===== src/rtl/vtg_pkg.sv =====
// Shared types and constant helpers for the video timing sequencer.
// Holds the run-state encoding and the timing-total / counter-width functions.
package vtg_pkg;

    typedef enum logic [1:0] {
        ST_IDLE     = 2'd0,
        ST_RUN      = 2'd1,
        ST_STOPPING = 2'd2
    } vtg_state_e;

    function automatic int unsigned vtg_total(
        input int unsigned act,
        input int unsigned fp,
        input int unsigned sync,
        input int unsigned bp
    );
        return act + fp + sync + bp;
    endfunction

    // A one-position axis still needs a one-bit counter
    function automatic int unsigned vtg_width(input int unsigned total);
        if (total > 32'd1) begin
            return $clog2(total);
        end else begin
            return 32'd1;
        end
    endfunction

endpackage


===== src/rtl/vtg_axis_cnt.sv =====
// Pixel-strobe qualified wrapping counter for one timing axis (h or v).
// tc flags the last position so the caller can chain the next axis.
module vtg_axis_cnt
    import vtg_pkg::*;
#(
    parameter int unsigned TOTAL = 8,
    parameter int unsigned W     = vtg_width(TOTAL)
) (
    input  logic         aclk,
    input  logic         rst,
    input  logic         clr,
    input  logic         ce,
    output logic [W-1:0] cnt,
    output logic         tc
);

    localparam logic [W-1:0] LAST = W'(TOTAL - 32'd1);

    logic [W-1:0] cnt_r;

    // Advance on ce, wrap to zero after the terminal value
    always_ff @(posedge aclk) begin
        if (rst || clr) begin
            cnt_r <= W'(0);
        end else if (ce) begin
            if (cnt_r == LAST) begin
                cnt_r <= W'(0);
            end else begin
                cnt_r <= cnt_r + W'(1);
            end
        end
    end

    assign cnt = cnt_r;
    assign tc  = (cnt_r == LAST);

endmodule


===== src/rtl/vtg_sequencer.sv =====
// Video timing generator: run/stop sequencing, h/v sync and blank decodes,
// frame-start pulse, frame counter and bridge write-error counter.
module vtg_sequencer
    import vtg_pkg::*;
#(
    parameter int unsigned H_ACTIVE  = 1280,
    parameter int unsigned H_FP      = 110,
    parameter int unsigned H_SYNC    = 40,
    parameter int unsigned H_BP      = 220,
    parameter int unsigned V_ACTIVE  = 720,
    parameter int unsigned V_FP      = 5,
    parameter int unsigned V_SYNC    = 5,
    parameter int unsigned V_BP      = 20,
    parameter bit          HSYNC_POL = 1'b1,
    parameter bit          VSYNC_POL = 1'b1
) (
    input  logic        aclk,
    input  logic        rst,
    input  logic        enable,
    input  logic        vtg_ce,
    input  logic        wr_error,
    input  logic        clr_err,
    output logic        vtg_hsync,
    output logic        vtg_vsync,
    output logic        vtg_hblank,
    output logic        vtg_vblank,
    output logic        vtg_act_vid,
    output logic        vtg_fsync,
    output logic        running,
    output logic [15:0] frame_cnt,
    output logic [15:0] err_cnt
);

    localparam int unsigned H_TOTAL = vtg_total(H_ACTIVE, H_FP, H_SYNC, H_BP);
    localparam int unsigned V_TOTAL = vtg_total(V_ACTIVE, V_FP, V_SYNC, V_BP);
    localparam int unsigned HW      = vtg_width(H_TOTAL);
    localparam int unsigned VW      = vtg_width(V_TOTAL);
    // One spare bit so the sync-end bound cannot alias when it equals the total
    localparam int unsigned HX      = HW + 32'd1;
    localparam int unsigned VX      = VW + 32'd1;

    localparam logic [HX-1:0] H_BLK = HX'(H_ACTIVE);
    localparam logic [HX-1:0] H_SS  = HX'(H_ACTIVE + H_FP);
    localparam logic [HX-1:0] H_SE  = HX'(H_ACTIVE + H_FP + H_SYNC);
    localparam logic [VX-1:0] V_BLK = VX'(V_ACTIVE);
    localparam logic [VX-1:0] V_SS  = VX'(V_ACTIVE + V_FP);
    localparam logic [VX-1:0] V_SE  = VX'(V_ACTIVE + V_FP + V_SYNC);

    vtg_state_e  state_r;
    logic        running_r;
    logic        fs_pend_r;
    logic        fsync_r;
    logic        hs_r, vs_r, hb_r, vb_r, av_r;
    logic [15:0] frame_cnt_r;
    logic [15:0] err_cnt_r;
    logic        wr_err_d_r;

    logic          adv_s;
    logic          idle_s;
    logic          h_tc_s, v_tc_s;
    logic          frame_wrap_s;
    logic [HW-1:0] hcnt_s;
    logic [VW-1:0] vcnt_s;
    logic [HX-1:0] hx_s;
    logic [VX-1:0] vx_s;
    logic          hb_s, hs_s, vb_s, vs_s;
    logic          err_edge_s;

    assign idle_s       = (state_r == ST_IDLE);
    assign adv_s        = !idle_s && vtg_ce;
    assign frame_wrap_s = adv_s && h_tc_s && v_tc_s;

    vtg_axis_cnt #(.TOTAL(H_TOTAL), .W(HW)) u_hcnt (
        .aclk (aclk),
        .rst  (rst),
        .clr  (idle_s),
        .ce   (adv_s),
        .cnt  (hcnt_s),
        .tc   (h_tc_s)
    );

    vtg_axis_cnt #(.TOTAL(V_TOTAL), .W(VW)) u_vcnt (
        .aclk (aclk),
        .rst  (rst),
        .clr  (idle_s),
        .ce   (adv_s && h_tc_s),
        .cnt  (vcnt_s),
        .tc   (v_tc_s)
    );

    assign hx_s = {1'b0, hcnt_s};
    assign vx_s = {1'b0, vcnt_s};
    assign hb_s = (hx_s >= H_BLK);
    assign hs_s = (hx_s >= H_SS) && (hx_s < H_SE);
    assign vb_s = (vx_s >= V_BLK);
    assign vs_s = (vx_s >= V_SS) && (vx_s < V_SE);

    // Run-state FSM; running and the frame-start pulse are registered with it.
    // A pending frame start is released on the pixel advance that emits pixel (0,0).
    always_ff @(posedge aclk) begin
        if (rst) begin
            state_r   <= ST_IDLE;
            running_r <= 1'b0;
            fs_pend_r <= 1'b0;
            fsync_r   <= 1'b0;
        end else begin
            fsync_r   <= fs_pend_r && adv_s;
            fs_pend_r <= (fs_pend_r && !adv_s) ||
                         (frame_wrap_s && ((state_r == ST_RUN) || enable));
            case (state_r)
                ST_IDLE: begin
                    if (enable) begin
                        state_r   <= ST_RUN;
                        running_r <= 1'b1;
                        fs_pend_r <= 1'b1;
                    end
                end
                ST_RUN: begin
                    if (!enable) begin
                        state_r <= ST_STOPPING;
                    end
                end
                ST_STOPPING: begin
                    if (enable) begin
                        state_r <= ST_RUN;
                    end else if (frame_wrap_s) begin
                        state_r   <= ST_IDLE;
                        running_r <= 1'b0;
                    end
                end
                default: begin
                    state_r   <= ST_IDLE;
                    running_r <= 1'b0;
                    fs_pend_r <= 1'b0;
                end
            endcase
        end
    end

    // Timing outputs follow the counters by one clock and only move on ce
    always_ff @(posedge aclk) begin
        if (rst || idle_s) begin
            hs_r <= ~HSYNC_POL;
            vs_r <= ~VSYNC_POL;
            hb_r <= 1'b0;
            vb_r <= 1'b0;
            av_r <= 1'b0;
        end else if (vtg_ce) begin
            hs_r <= hs_s ? HSYNC_POL : ~HSYNC_POL;
            vs_r <= vs_s ? VSYNC_POL : ~VSYNC_POL;
            hb_r <= hb_s;
            vb_r <= vb_s;
            av_r <= !hb_s && !vb_s;
        end
    end

    // Completed frames, including the one that ends a stop request
    always_ff @(posedge aclk) begin
        if (rst) begin
            frame_cnt_r <= 16'd0;
        end else if (frame_wrap_s) begin
            frame_cnt_r <= frame_cnt_r + 16'd1;
        end
    end

    assign err_edge_s = wr_error && !wr_err_d_r;

    // Saturating count of write-error rising edges; clear takes priority
    always_ff @(posedge aclk) begin
        if (rst) begin
            wr_err_d_r <= 1'b0;
            err_cnt_r  <= 16'd0;
        end else begin
            wr_err_d_r <= wr_error;
            if (clr_err) begin
                err_cnt_r <= 16'd0;
            end else if (err_edge_s && (err_cnt_r != 16'hFFFF)) begin
                err_cnt_r <= err_cnt_r + 16'd1;
            end
        end
    end

    assign vtg_hsync   = hs_r;
    assign vtg_vsync   = vs_r;
    assign vtg_hblank  = hb_r;
    assign vtg_vblank  = vb_r;
    assign vtg_act_vid = av_r;
    assign vtg_fsync   = fsync_r;
    assign running     = running_r;
    assign frame_cnt   = frame_cnt_r;
    assign err_cnt     = err_cnt_r;

endmodule


===== config.mk =====
export PLATFORM = sky130hd
export DESIGN_NAME = vtg_sequencer
export DESIGN_NICKNAME = d
export VERILOG_FILES = /design/src/rtl/vtg_pkg.sv /design/src/rtl/vtg_axis_cnt.sv /design/src/rtl/vtg_sequencer.sv
export SDC_FILE = /design/constraint.sdc
export NUM_CORES = 1
export LEC_CHECK = 0
export CAP_MARGIN = 5
export CORE_MARGIN = 2
export CORE_UTILIZATION = 40
export CTS_BUF_LIST = sky130_fd_sc_hd__clkbuf_16
export DETAILED_ROUTE_END_ITERATION = 12
export HOLD_SLACK_MARGIN = 0.06
export MAX_ROUTING_LAYER = met4
export PLACE_DENSITY = 0.7
export SLEW_MARGIN = 20
export SYNTH_ARGS = -nofsm -noshare
export SYNTH_HDL_FRONTEND = slang
export SYNTH_SLANG_ARGS = --single-unit

===== constraint.sdc =====
create_clock -name aclk -period 3.2 [get_ports aclk]
set_input_delay 0.32 -clock aclk [delete_from_list [all_inputs] [get_ports aclk]]
set_output_delay 0.32 -clock aclk [all_outputs]
set_load 0.005 [all_outputs]

**After elaboration in Yosys (flattened, before gate mapping)**

Cells that the tools add are included.

- Bitwise operators: 1
- Mux-type cells: 15
- Magnitude comparators: 6
- Eq/ne operators: 10
- $add $sub $neg: 4
- $mul: 0
- Reductions and logical operators: 24
- Divide/modulo/power cells: 0
- Shifts and indexed selects: 0

Operator list:

| kind | number |
|---|---|
| $add A16 B1 Y16 const B | 2 |
| $ge A11 B11 Y1 const B | 2 |
| $ge A10 B10 Y1 const B | 2 |
| $ne A16 B16 Y1 const B | 1 |
| $add A11 B1 Y11 const B | 1 |
| $eq A11 B11 Y1 const B | 1 |
| $logic_and A1 B1 Y1 | 11 |
| $lt A11 B11 Y1 const B | 1 |
| $mux W11 | 1 |
| $add A10 B1 Y10 const B | 1 |
| $eq A10 B10 Y1 const B | 1 |
| $lt A10 B10 Y1 const B | 1 |
| $mux W10 | 1 |
| $mux W2 | 4 |
| $ne A2 B2 Y1 const B | 4 |
| $mux W1 | 6 |
| $pmux W2 S3 | 1 |
| $logic_not A1 Y1 | 5 |
| $reduce_and A4 Y1 | 1 |
| $reduce_or A2 Y1 | 2 |
| $logic_or A1 B1 Y1 | 3 |
| $ne A3 B3 Y1 const B | 1 |
| $pmux W1 S3 | 1 |
| $reduce_and A3 Y1 | 1 |
| 5 further kinds | 5 |

- Output and inout bits: 39
- Memory bits (read-only): 0
- Flip-flop bits (word level): 64
- Memories kept: 0
- RAM bits: 0
- Input port bits: 6
- Word-level logic and storage cells: 74
- Bits in latches: 0

**Longest topological paths before layout**

Gate-level depths: netlist of run 1.

- Word-level depth: 9
- Gate-level depth with buffers: 10
- Gate-level depth less buffers: 7

**By module**

From an unflattened synthesis of run 1, not the netlist that was laid out.

- Cell total of the unflattened synthesis: 384
- Area total of the unflattened synthesis: 3291.9 µm²

By module, submodules not included:

| module | sequential area each (µm²) | cells an instance | times used | area each (µm²) |
|---|---|---|---|---|
| vtg_sequencer | 860.8 | 269 | 1 | 2254.7 |
| vtg_axis_cnt (u_hcnt) | 220.2 | 61 | 1 | 556.8 |
| vtg_axis_cnt (u_vcnt) | 200.2 | 54 | 1 | 480.5 |

**Worst setup path after synthesis of run 1**

No wires, ideal clock.

- Path type: register to register
- Start: reg state_r[1]
- End: reg frame_cnt_r[13] (netlist: frame_cnt[13])
- Clock period less this slack: 2057 ps
- Arrival: 1936 ps
- Path buffers: 2
- Path slack: 1143 ps
- Data required time: 3079 ps
- Library setup time: 121 ps
- Cell stages (with the launch flop): 10
- Cell sequence: dfxtp_1 -> inv_1 -> ha_1 -> clkbuf_1 -> nor2b_1 -> buf_2 -> and4_1 -> nand3_1 -> nor3_1 -> mux2_2

- Word-level cells in the longest chain between the ends: 5

RTL lines:

| element | line | source |
|---|---|---|
| start, declared | vtg_sequencer.sv:49 | `vtg_state_e state_r;` |
| start signal, assigned | vtg_sequencer.sv:102 | `state_r <= ST_IDLE;` |
| start signal, assigned | vtg_sequencer.sv:113 | `state_r <= ST_RUN;` |
| start signal, assigned | vtg_sequencer.sv:120 | `state_r <= ST_STOPPING;` |
| $logic_not A2 Y1 | vtg_sequencer.sv:69 | `assign idle_s = (state_r == ST_IDLE);` |
| net idle_s | vtg_sequencer.sv:59 | `logic idle_s;` |
| $logic_not A1 Y1 | vtg_sequencer.sv:70 | `assign adv_s = !idle_s && vtg_ce;` |
| $logic_and A1 B1 Y1 | vtg_sequencer.sv:70 |  |
| $logic_and A1 B1 Y1 (2 in series) | vtg_sequencer.sv:71 | `assign frame_wrap_s = adv_s && h_tc_s && v_tc_s;` |
| end signal, assigned | vtg_sequencer.sv:162 | `frame_cnt_r <= frame_cnt_r + 16'd1;` |
| end, declared | vtg_sequencer.sv:54 | `logic [15:0] frame_cnt_r;` |

The timed path passes the listed nets, and every way through them passes these cells.
A chain may end at the register's enable or synchronous reset.

**Final worst setup path of run 1**

Ends and elaborated chain as after synthesis.

==> flow_metrics.env, run 1 <==
export IMPL_p_per_area_nw_per_um2=462
export IMPL_start_util_pct=41.1
export IMPL_first_global_vias=2624
export IMPL_place_ws_ns=1.00
export IMPL_critPathCapture="frame_cnt[13]"
export IMPL_coreArea_sq_um=8180
export IMPL_drive_gt1_share_pct=7.97
export IMPL_placed_cell_area_sq_um=3890
export IMPL_rr_startpoint="state_r[1]"
export IMPL_skew_ns=0.00574
export IMPL_rows=33
export IMPL_regToRegSetupSlack_ns=1.03
export IMPL_dieArea_sq_um=9160
export IMPL_grt_util_all_layers_pct=16.8
export IMPL_grtUsageMet2_pct=26.1
export IMPL_cts_buffers=9
export IMPL_grt_overflow_total=0
export IMPL_wire_per_inst_microns=12.8
export IMPL_vias=2835
export IMPL_power_mw=1.94
export IMPL_insertion_delay_ns=0.33
export IMPL_dp_cells=528
export IMPL_finalHoldViolCount=0
export IMPL_drc=0
export IMPL_synth_edff_count=0
export IMPL_final_common_cell="dfxtp_1"
export IMPL_ant_nets=0
export IMPL_rr_worst_depth=8
export IMPL_die_width_microns=95.7
export IMPL_busiest_layer="met2"
export IMPL_antenna_found_initial=0
export IMPL_yosys_warnings=0
export IMPL_cts_resized=0
export IMPL_synth_cells=390
export IMPL_pin_count=45
export IMPL_cts_root_buf="clkbuf_16"
export IMPL_clk_pin_slew_ns=0.05
export IMPL_outcome="finished clean"
export IMPL_syn_area_sq_um=3360
export IMPL_met3_usage_pct=5.56
export IMPL_crit_fanout=10
export IMPL_drt_total_wl_mm=6.97
export IMPL_rr_endpoint="frame_cnt[13]"
export IMPL_use_met1_pct=20.1
export IMPL_clock_sinks=64
export IMPL_synth_seq_area_share_pct=38.1
export IMPL_place_gp_congestion=0.865
export IMPL_slew_headroom_pct=60.0
export IMPL_drv_slew=0
export IMPL_finalCritPeriodShare_pct=67.9
export IMPL_setup_ws_ns=1.03
export IMPL_grt_setup_unrepaired="no"
export IMPL_critPathLaunchType="register"
export IMPL_areaGrowthSynthToFinish_pct=25.0
export IMPL_nFillCells=759
export IMPL_timing_max_cap_violations=0
export IMPL_grt_pass1_wl_mm=11.7
export IMPL_setup_viol=0
export IMPL_finalNetCount=453
export IMPL_ys_ff_latch=64
export IMPL_synth_main_ff_cell="dfxtp_1"
export IMPL_max_freq_ghz=0.460
export IMPL_critPathRequiredTime_ns=3.42
export IMPL_final_cells=544
export IMPL_tightest_slew_ns=0.600
export IMPL_die_h_microns=95.7
export IMPL_ir_drop_uv=270
export IMPL_endpoint_kind="register"
export IMPL_p_leak_nw=1.41
export IMPL_min_period_ns=2.17
export IMPL_cts_buffer_depth=2
export IMPL_synth_nets=409
export IMPL_startpoint="state_r[1]"
export IMPL_stdcell_area_sq_um=4200
export IMPL_arrival_ns=2.39
export IMPL_hpwl_mm=5.01
export IMPL_post_cts_buffers=0
export IMPL_grt_max_degree=17
export IMPL_hold_buffers=0
export IMPL_firstDrtPassIters=4
export IMPL_htreeDepth=3
export IMPL_hold_path_class="reg2reg"
export IMPL_vias_per_cell=5.21
export IMPL_async_flop_share_pct=0
export IMPL_mostFrequentLayoutCells="dfxtp_1, nor2_1, clkdlybuf4s50_1"
export IMPL_portBuffers=44
export IMPL_critPathKind="reg2reg"
export IMPL_tritoncts="done"
export IMPL_hold_start="vtg_act_vid"
export IMPL_fin_tns_setup_ns=0
export IMPL_drtIter0Drc=94
export IMPL_diodes=0
export IMPL_syn_area_per_cell_sq_um=8.62
export IMPL_synth_cell_type_count=48
==> per-layer routing <==
metal / part of all wire, % / up-vias
met5: 0 / -
met4: 1.4 / 0
met3: 5.4 / 10
met2: 46 / 58
met1: 47 / 1309
li1: - / 1458
==> kinds of logic after synthesis <==
kind of cell             share of synthesized area (%)
multiplexers                                      1.26
AO/OA/AOI/OAI                                     9.45
XOR/XNOR                                          10.4
flip-flops                                        38.1
adder cells (fa/ha/maj)                           4.84
buffers and inverters                             4.39
AND/OR/NAND/NOR                                   31.5
==> where the power goes <==
part	leakage (nW)	total (mW)	switching (mW)	internal, mW
Combinational	0.742	0.109	0.0649	0.0443
Clock	0.154	1.02	0.344	0.674
Sequential	0.516	0.816	0.00816	0.808
==> worst max-delay path, cell delays in order, from the launching register on <==
cell	delay (ns)
dfxtp_1	0.40
inv_1	0.10
ha_1	0.30
nor2b_1	0.15
buf_4	0.18
and4_1	0.29
nand3_1	0.13
nor3_1	0.17
mux2_2	0.35
==> synth_stat cells, types with 7 or more instances <==
cell	instances	area [sq um]
nand4_1	15	93.8
and3_1	12	75.1
nand2_1	25	93.8
nand2b_1	7	43.8
nor2_1	57	214
nor3_1	8	40.0
inv_1	20	75.1
o211ai_1	9	67.6
o21ai_0	12	60.1
dfxtp_1	64	1280
nor4_2	8	100
nor2b_1	8	50.1
a21oi_1	15	75.1
ha_1	13	163
clkbuf_1	10	37.5
xor2_1	20	175
nand3_1	12	60.1
xnor2_1	20	175
==> registers in the layout, indices dropped and copies added, names as in the netlist, 2 cells and up <==
register	count
frame_cnt	16
u_hcnt.cnt	11
state_r	2
err_cnt	16
u_vcnt.cnt	10
==> stage by stage <==
step                      utilization (%)  hold WS [ns]
after floorplan                         -         0.448
after global placement               47.6         0.458
after detailed placement             47.6         0.463
after CTS                            51.4         0.476
after global routing                 51.4         0.496
final                                51.4         0.469
==> worst min path at each step <==
stage	to	slack [ns]	cells past startpoint
floorplan	wr_err_d_r	0.45	1
global placement	vtg_hsync	0.46	2
detailed placement	vtg_act_vid	0.46	2
CTS	vtg_act_vid	0.48	2
global route	vtg_vblank	0.50	2
finish	vtg_act_vid	0.47	2
==> final cells by class <==
type	count	area (sq um)	share of cell area, %
Tap cell	105	131	3.13
Sequential cell	64	1280	30.5
Multi-Input combinational cell	291	1930	46.0
Inverter	20	75.1	1.79
Clock inverter	7	86.3	2.05
Timing Repair Buffer	48	470	11.2
Clock buffer	9	225	5.36
Power figures use the tool's default switching activity.
==> inputs of run 2 (changes only) <==
Settings changed: PLACE_DENSITY 0.7 to 0.72.
Clock period 3.2 ns to 1.8 ns, I/O delays scaled along.
==> run 2 against run 1 <==
The flow now finishes with violations (setup timing); design area grew 23%; core utilization grew 12 points; final cell count grew 14%; clock-buffer cell count is the same; critical path type unchanged; largest cell class unchanged.
==> flow_metrics.env, run 2 (synthesis results as in run 1) <==
export IMPL_outcome="finished, violations left"
export IMPL_violations="setup timing"
export IMPL_hold_buffers=0
export IMPL_clk_pin_slew_ns=0.05
export IMPL_min_period_ns=1.87
export IMPL_drv_slew=0
export IMPL_grt_max_degree=28
export IMPL_antenna_found_initial=0
export IMPL_cts_root_buf="clkbuf_16"
export IMPL_die_h_microns=95.7
export IMPL_ir_drop_uv=497
export IMPL_slew_headroom_pct=61.3
export IMPL_htreeDepth=3
export IMPL_critPathRequiredTime_ns=2.02
export IMPL_ant_nets=0
export IMPL_crit_fanout=5
export IMPL_clock_sinks=64
export IMPL_dieArea_sq_um=9160
export IMPL_final_common_cell="buf_4"
export IMPL_firstDrtPassIters=5
export IMPL_portBuffers=44
export IMPL_finalNetCount=530
export IMPL_hold_path_class="in2reg"
export IMPL_wire_per_inst_microns=14.6
export IMPL_critPathKind="reg2reg"
export IMPL_areaGrowthSynthToFinish_pct=53.8
export IMPL_drc=0
export IMPL_setup_viol=15
export IMPL_place_ws_ns=-0.100
export IMPL_nFillCells=655
export IMPL_mostFrequentLayoutCells="buf_4, nor2_1, dfxtp_1"
export IMPL_hpwl_mm=5.63
export IMPL_critPathLaunchType="register"
export IMPL_insertion_delay_ns=0.33
export IMPL_first_global_vias=3101
export IMPL_timing_max_cap_violations=0
export IMPL_cts_buffer_depth=2
export IMPL_vias_per_cell=5.23
export IMPL_arrival_ns=2.09
export IMPL_p_per_area_nw_per_um2=722
export IMPL_tritoncts="done"
export IMPL_tightest_slew_ns=0.580
export IMPL_pin_count=45
export IMPL_grt_util_all_layers_pct=20.4
export IMPL_grt_overflow_total=0
export IMPL_drt_total_wl_mm=9.06
export IMPL_drive_gt1_share_pct=28.3
export IMPL_rows=33
export IMPL_diodes=0
export IMPL_coreArea_sq_um=8180
export IMPL_endpoint_kind="register"
export IMPL_fin_util_pct=63.3
export IMPL_holdWs_ns=0.457
export IMPL_finalCritPeriodShare_pct=104
export IMPL_setup_ws_ns=-0.0708
export IMPL_p_leak_nw=2.02
export IMPL_cts_buffers=9
export IMPL_place_gp_congestion=0.839
export IMPL_grt_setup_unrepaired="yes"
export IMPL_skew_ns=0.00797
export IMPL_vias=3247
export IMPL_start_util_pct=41.1
export IMPL_drtIter0Drc=174
export IMPL_grt_pass1_wl_mm=14.2
export IMPL_die_width_microns=95.7
export IMPL_max_freq_ghz=0.535
export IMPL_finalHoldViolCount=0
-- run 2: changes by cell type in the layout (fill, tap and decap cells not counted), moves of 3 or more --
cell,delta
buf_12,+3
nor3_1,-4
nor3_2,+4
buf_4,+58
dfxtp_2,+6
ha_4,+3
dfxtp_1,-7
inv_1,-3
nor4_4,+9
inv_2,+4
ha_1,-3
buf_6,+15
nor4_1,-3
nor4_2,-6
-- run 2: stage by stage --
stage | TNS, ns | instance area, sq um | std cells | total power, mW
5_1_grt | -1.74 | 5170 | 621 | 3.85
3_5_place_dp | -1.57 | 4390 | 580 | 1.74
4_1_cts | -0.143 | 4920 | 610 | 3.71
6_report | -0.400 | 5170 | 621 | 3.74
3_3_place_gp | -0.892 | 4390 | 580 | 1.73
2_1_floorplan | -0.137 | 3460 | 390 | 1.63
-- run 2: layer usage --
metal	routed length (microns)	up-vias	global-route usage (%)
met2	4680	79	34.4
met5	0	-	-
li1	-	1617	-
met1	3880	1535	23.7
met3	370	16	5.72
met4	126	0	6.31
-- run 2: path summary, 6_finish.rpt --
| path | from | endpoint | slack (ns) | cells past startpoint |
|---|---|---|---|---|
| worst max-delay path | u_vcnt.cnt[1] | frame_cnt[12] | -0.07 | 8 |
| worst min-delay path | wr_error | wr_err_d_r | 0.46 | 2 |
| worst max register to register | u_vcnt.cnt[1] | frame_cnt[12] | -0.07 | 8 |
| worst min register to register | vtg_act_vid | vtg_act_vid | 0.47 | 2 |
-- run 2: timing repair --
action                     CTS  global route
pin swaps                   17            20
setup buffers               13            10
cloned                       1             1
setup endpoints to repair   12            36
resized for setup           20            37
-- run 2: power breakdown --
part | internal [mW] | total, mW | switching [mW]
combinational | 0.145 | 0.312 | 0.166
clock | 1.34 | 1.98 | 0.636
sequential | 1.44 | 1.45 | 0.0116
-- run 2: worst max-delay path, stage by stage, from the launching register on --
cell      delay (ns)
dfxtp_2         0.32
inv_2           0.07
ha_4            0.13
nand3b_1        0.08
or4_4           0.59
buf_12          0.18
nor4_4          0.15
xnor2_1         0.16
nor2_1          0.07
-- run 2: cell type report --
type | instances | area, sq um | area share (%)
Timing Repair Buffer | 125 | 1160 | 22.5
Sequential cell | 64 | 1290 | 25.0
Multi-Input combinational cell | 291 | 2170 | 42.0
Inverter | 20 | 75.1 | 1.45
Clock inverter | 7 | 111 | 2.15
Clock buffer | 9 | 225 | 4.35
Tap cell | 105 | 131 | 2.54
==> inputs of run 3 (changes only) <==
Settings changed: ABC_AREA set to 0.
==> results of run 3 <==
Same layout as run 2: the final DEF is identical, and so are final timing and power.
==> variant 1 (config.mk and constraints of run 3) <==
`VSYNC_POL`: 1'b1 -> 1'b0.
--- a/src/rtl/vtg_sequencer.sv
+++ b/src/rtl/vtg_sequencer.sv
@@ -12,7 +12,7 @@
     parameter int unsigned V_SYNC    = 5,
     parameter int unsigned V_BP      = 20,
     parameter bit          HSYNC_POL = 1'b1,
-    parameter bit          VSYNC_POL = 1'b1
+    parameter bit          VSYNC_POL = 1'b0
 ) (
     input  logic        aclk,
     input  logic        rst,
Function: changed (Yosys sat finds a counterexample within 4 cycles, from zero or initial values and one cycle with rst high).
==> variant 1 against run 3 <==
The run still ends with setup timing left; combinational power shrank 36%; sequential cell count is the same; clock power shrank 13%; area after synthesis grew 3.4%; global-route usage shrank 0.61 points; critical path depth shrank 1; worst setup slack lost 0.0018 ns; power shrank 9.8%; cell count grew 2.1%; wire length grew 4.1%; die area grew 3.2%; design area shrank 5.1%; largest cell class unchanged.
==> variant 1: results (changes against run 3) <==
[status]
status = finished, violations left
violations = setup timing

[worst_setup_path]
path_max_fanout = 10  ; +5
reg2regPathDepth = 7  ; -1
reg2reg_from = state_r[1]$_SDFFE_PP0P_
crit_type = reg2reg
arrival_ns = 2.14  ; +0.05 ns
timing.rr.end = frame_cnt[5]$_SDFFE_PP0P_

[timing]
worst_pin_slew_ns = 0.4317  ; -0.1483 ns
clock_skew_ns = 0.007235  ; -0.0007324 ns
setup_ws_ns = -0.07264  ; -0.001836 ns
setup_viol = 14  ; -1

[detailed_routing]
first_pass_iters = 5  ; unchanged
first_iter_violations = 192  ; +10%
vias = 3612  ; +11%
drt-vias-per-instance = 5.697  ; +9.0%
routed_wl_um = 9432  ; +4.1%

[global_routing]
antenna_found_initial = 0  ; unchanged
grt_max_degree = 34  ; +21%
grt_use_total_pct = 19.83  ; -0.61 points
gr-total-overflow = 0  ; unchanged
grt_pass1_wl_um = 15360  ; +8.3%
grt_pass1_vias = 3423  ; +10%

[power]
leakage_nw = 1.717  ; -15%
vdd_drop_max_v = 0.0005130  ; +3.2%

[cts]
cts-root-buf = clkbuf_16
cts.clk_slew.worst_paths_ns = 0.06
cts_buffers = 9  ; unchanged
htree_num_levels = 3  ; unchanged
cts_buffer_depth = 2  ; unchanged
clk-insertion-delay-late_ns = 0.33  ; about the same

[cells_and_area]
nets = 540  ; +1.9%
antenna_cells = 0  ; unchanged
drive_above_1_share_pct = 22.24  ; -6.1 points

[synthesis]
yosysWarnings = 0  ; unchanged
synth_nets = 441  ; +7.8%
ys_seq_area_share_pct = 36.85  ; -1.2 points
synth.area.top_cells = dfxtp_1 37%, a21oi_1 6.6%, ha_1 4.7%
synth_common_cells = 64 x dfxtp_1, 46 x a21oi_1, 35 x nand2_1
synthCells = 422  ; +8.2%
ys.flop_type = dfxtp_1
synth_cell_types = 53  ; +10%

[hold_path]
min_delay_path_depth = 2  ; unchanged
hp-start = vtg_hsync$_SDFFE_PP0P_
hold_class = reg2reg
hold_end = vtg_hsync$_SDFFE_PP0P_

[place]
pre_cts_slack_ns = -0.2122  ; -0.1122 ns
io_buffers = 44  ; unchanged
placed_cells = 613  ; +5.7%
gp_congestion = 0.8517  ; +1.5%
place_hpwl_um = 6519  ; +16%
place_area_um2 = 4444  ; +1.3%

## variant 1: per-stage QoR
step,hold slack (ns),TNS [ns]
finish,0.4756,-0.4350
detailed placement,0.4667,-4.305
floorplan,0.3082,0
global route,0.4896,-1.640
global placement,0.4605,-3.437
CTS,0.4803,-0.4411
## variant 1: routing by layer
metal | global-route usage (%) | vias up | share of wire (%)
met2 | 33.44 | 108 | 50
met5 | - | - | 0
met4 | 5.449 | 0 | 0.64
li1 | - | 1781 | -
met3 | 5.108 | 10 | 5.0
met1 | 23.64 | 1713 | 44
## variant 1: worst max-delay path, cell delays in order (launching register included)
cell and delay, ns:
dfxtp_2 0.33, inv_2 0.05, ha_4 0.16, and4b_2 0.34, nand4_4 0.11, buf_12 0.16
or4_1 0.52, a21oi_1 0.13
## variant 1: timing repair
action	in CTS	in global routing
endpoints found under the setup margin	18	42
gates cloned	0	2
resized for setup	5	28
hold endpoints to repair	0	0
setup buffers	0	3
pin swaps	1	23
## variant 1: cell type report
| class | instances | area (um2) |
|---|---|---|
| fill | 768 | 3682 |
| multi-input combinational | 320 | 2140 |
| sequential | 64 | 1287 |
| timing repair buffer | 110 | 992.2 |
| clock buffer | 9 | 225.2 |
| tap | 108 | 135.1 |
| clock inverter | 7 | 71.32 |
| inverter | 16 | 60.06 |
## variant 1: kinds of logic after synthesis
| family | share of synthesized area [%] |
|---|---|
| buffers and inverters | 4.858 |
| adder cells (fa/ha/maj) | 4.678 |
| multiplexers | 1.871 |
| AO/OA/AOI/OAI | 18.68 |
| XOR/XNOR | 1.763 |
| AND/OR/NAND/NOR | 31.31 |
| flip-flops | 36.85 |
## variant 1: power breakdown
group / internal (mW) / switching [mW]
Sequential: 1.43 / 0.00912
Clock: 1.07 / 0.660
Combinational: 0.0946 / 0.105
==> variant 2 (config.mk and constraints of run 3) <==
Made on the original files. One comparison of `cnt_r` changes from == to >=.
--- a/src/rtl/vtg_axis_cnt.sv
+++ b/src/rtl/vtg_axis_cnt.sv
@@ -32,7 +32,7 @@
     end
 
     assign cnt = cnt_r;
-    assign tc  = (cnt_r == LAST);
+    assign tc  = (cnt_r >= LAST);
 
 endmodule
 
Check against the original RTL: same outputs for any inputs over 10 cycles, from zero or initial values and one cycle with rst high; that may be too few to reach the edited logic, so the function may still have changed.
==> variant 2 against run 3 <==
The flow still finishes with violations (setup timing); power fell by 11%; first-iteration DRC count is 28% lower; via count is 0.43% higher; sequential cell count is the same; sequential share of layout area grew 1.5 points; clock skew shrank 0.0014 ns; die area decreased by 1.5%; worst setup slack got worse by 0.12 ns; wire length is 6.5% lower; non-clock buffer count decreased by 3; area after synthesis is 1.5% lower; design area down 6.3%; critical path depth down 1; critical endpoint is now frame_cnt[4]$_SDFFE_PP0P_.
==> variant 2: results (changes against run 3) <==
[worst_setup_path]
critPathMaxStageDelay_ns = 0.56  ; -0.03 ns
crit_family = simple AND/OR/NAND/NOR gates
critPathSlowestCell = or4b_4
path_max_fanout = 5  ; unchanged
arrival_ns = 2.26  ; +0.17 ns

[place]
place_hpwl_um = 5955  ; +5.7%
gp_congestion = 0.9473  ; +13%
pre_cts_slack_ns = -0.3588  ; -0.2588 ns
place_area_um2 = 4330  ; -1.3%

[cells_and_area]
drive_above_1_share_pct = 25.19  ; -3.1 points
fill_cells = 674  ; +2.9%
antenna_cells = 0  ; unchanged
nets = 531  ; +0.19%

[timing]
worst_pin_slew_ns = 0.4006  ; -0.1794 ns
clock_skew_ns = 0.006615  ; -0.001353 ns
setup_viol = 29  ; +14
setup_ws_ns = -0.1878  ; -0.1170 ns
final_max_slew_viol_count = 0  ; unchanged

[power]
vdd_drop_max_v = 0.0004852  ; -2.4%
power_switching_mw = 0.7226  ; -11%
leakage_nw = 1.748  ; -14%

[synthesis]
ys_seq_area_share_pct = 38.69  ; +0.59 points
yosysTopAreaCellShare_pct = 38.69  ; +0.59 points
synth_cell_types = 51  ; +6.3%
synth.area.top_cells = dfxtp_1 39%, nor2_1 5.9%, ha_1 4.9%
synth_nets = 413  ; +0.98%
synth_common_cells = 64 x dfxtp_1, 52 x nor2_1, 30 x nand2_1

[global_routing]
grt_pass1_wl_um = 13760  ; -3.0%
antenna_found_initial = 0  ; unchanged
grt_use_total_pct = 19.77  ; -0.68 points
grt_max_degree = 17  ; -39%
grt_pass1_vias = 3022  ; -2.5%

[cts]
cts_buffers = 9  ; unchanged
cts-root-buf = clkbuf_16
cts.clk_slew.worst_paths_ns = 0.05  ; about the same
cts_buffer_depth = 2  ; unchanged

[status]
violations = setup timing
status = finished, violations left

[hold_path]
hold_class = reg2reg

[detailed_routing]
drt-vias-per-instance = 5.251  ; +0.43%
routed_wl_um = 8470  ; -6.5%
first_iter_violations = 126  ; -28%
first_pass_iters = 4  ; -1

[variant 2: changes by cell type after synthesis, moves of 6 or more]
cell       delta
and3_1       -10
nand4_1       -8
nor4_2        -8
o21ai_0       +7
xnor2_1       -7
a21oi_1       +6
o2111ai_1     +6
or3_1         +6
[variant 2: power by group through the flow]
stage	sequential, mW	combinational [mW]	clock (mW)
3_3_place_gp	1.47	0.187	0
2_1_floorplan	1.47	0.107	0
6_report	1.44	0.220	1.65
5_1_grt	1.44	0.242	1.72
4_1_cts	1.44	0.202	1.67
3_5_place_dp	1.47	0.191	0
[variant 2: per-stage QoR]
step           hold slack [ns]  std cells  setup TNS, ns  util (%)
4_1_cts                 0.4720        612         -5.333     57.61
5_1_grt                 0.4978        621         -6.318     59.59
3_5_place_dp            0.4631        592         -7.642     53.24
6_report                0.4696        621         -3.248     59.59
3_3_place_gp            0.4553        592         -6.003     53.24
2_1_floorplan           0.3082        394         -10.25         -
[variant 2: routing by layer]
layer | global-route usage (%) | share of wire, %
met4 | 9.662 | 2.5
met3 | 2.793 | 3.3
met2 | 31.32 | 49
met5 | - | 0
met1 | 24.72 | 45
[variant 2: path summary, 6_finish.rpt]
kind / from / to / depth (start not counted)
min reg2reg: vtg_hblank$_SDFFE_PP0P_ / vtg_hblank$_SDFFE_PP0P_ / 2
min: vtg_hblank$_SDFFE_PP0P_ / vtg_hblank$_SDFFE_PP0P_ / 2
max: u_hcnt.cnt[7]$_SDFFE_PP0P_ / frame_cnt[4]$_SDFFE_PP0P_ / 7
max reg2reg: u_hcnt.cnt[7]$_SDFFE_PP0P_ / frame_cnt[4]$_SDFFE_PP0P_ / 7
[variant 2: cells by family (layout without fill, tap and decap cells)]
kind of cell             Yosys count  in the layout  share of synthesized area [%]
buffers and inverters             31            153                          3.589
flip-flops                        64             64                          38.69
adder cells (fa/ha/maj)           13             13                          4.911
XOR/XNOR                          30             30                          7.933
AO/OA/AOI/OAI                     76             76                          15.64
AND/OR/NAND/NOR                  175            175                          27.69
multiplexers                       5              5                          1.549
[variant 2: cell type report]
type	instances	share of cell area (%)
Multi-Input combinational cell	299	42.36
Clock buffer	9	4.646
Timing Repair Buffer	122	21.40
Sequential cell	64	26.54
Tap cell	105	2.710
Clock inverter	6	1.110
Inverter	16	1.239
[variant 2: repair_timing]
action	in CTS	in global routing
hold endpoints to repair	0	0
setup endpoints to repair	31	47
hold buffers	0	0
buffers inserted	5	10
resized for setup	8	25
pin swaps	4	10
[variant 2: worst min-delay path: cells and delay by family (launching register included)]
| family | cells | cell delay [ns] |
|---|---|---|
| compound gates | 1 | 0.05 |
| simple gates | 1 | 0.06 |
| flops | 1 | 0.30 |
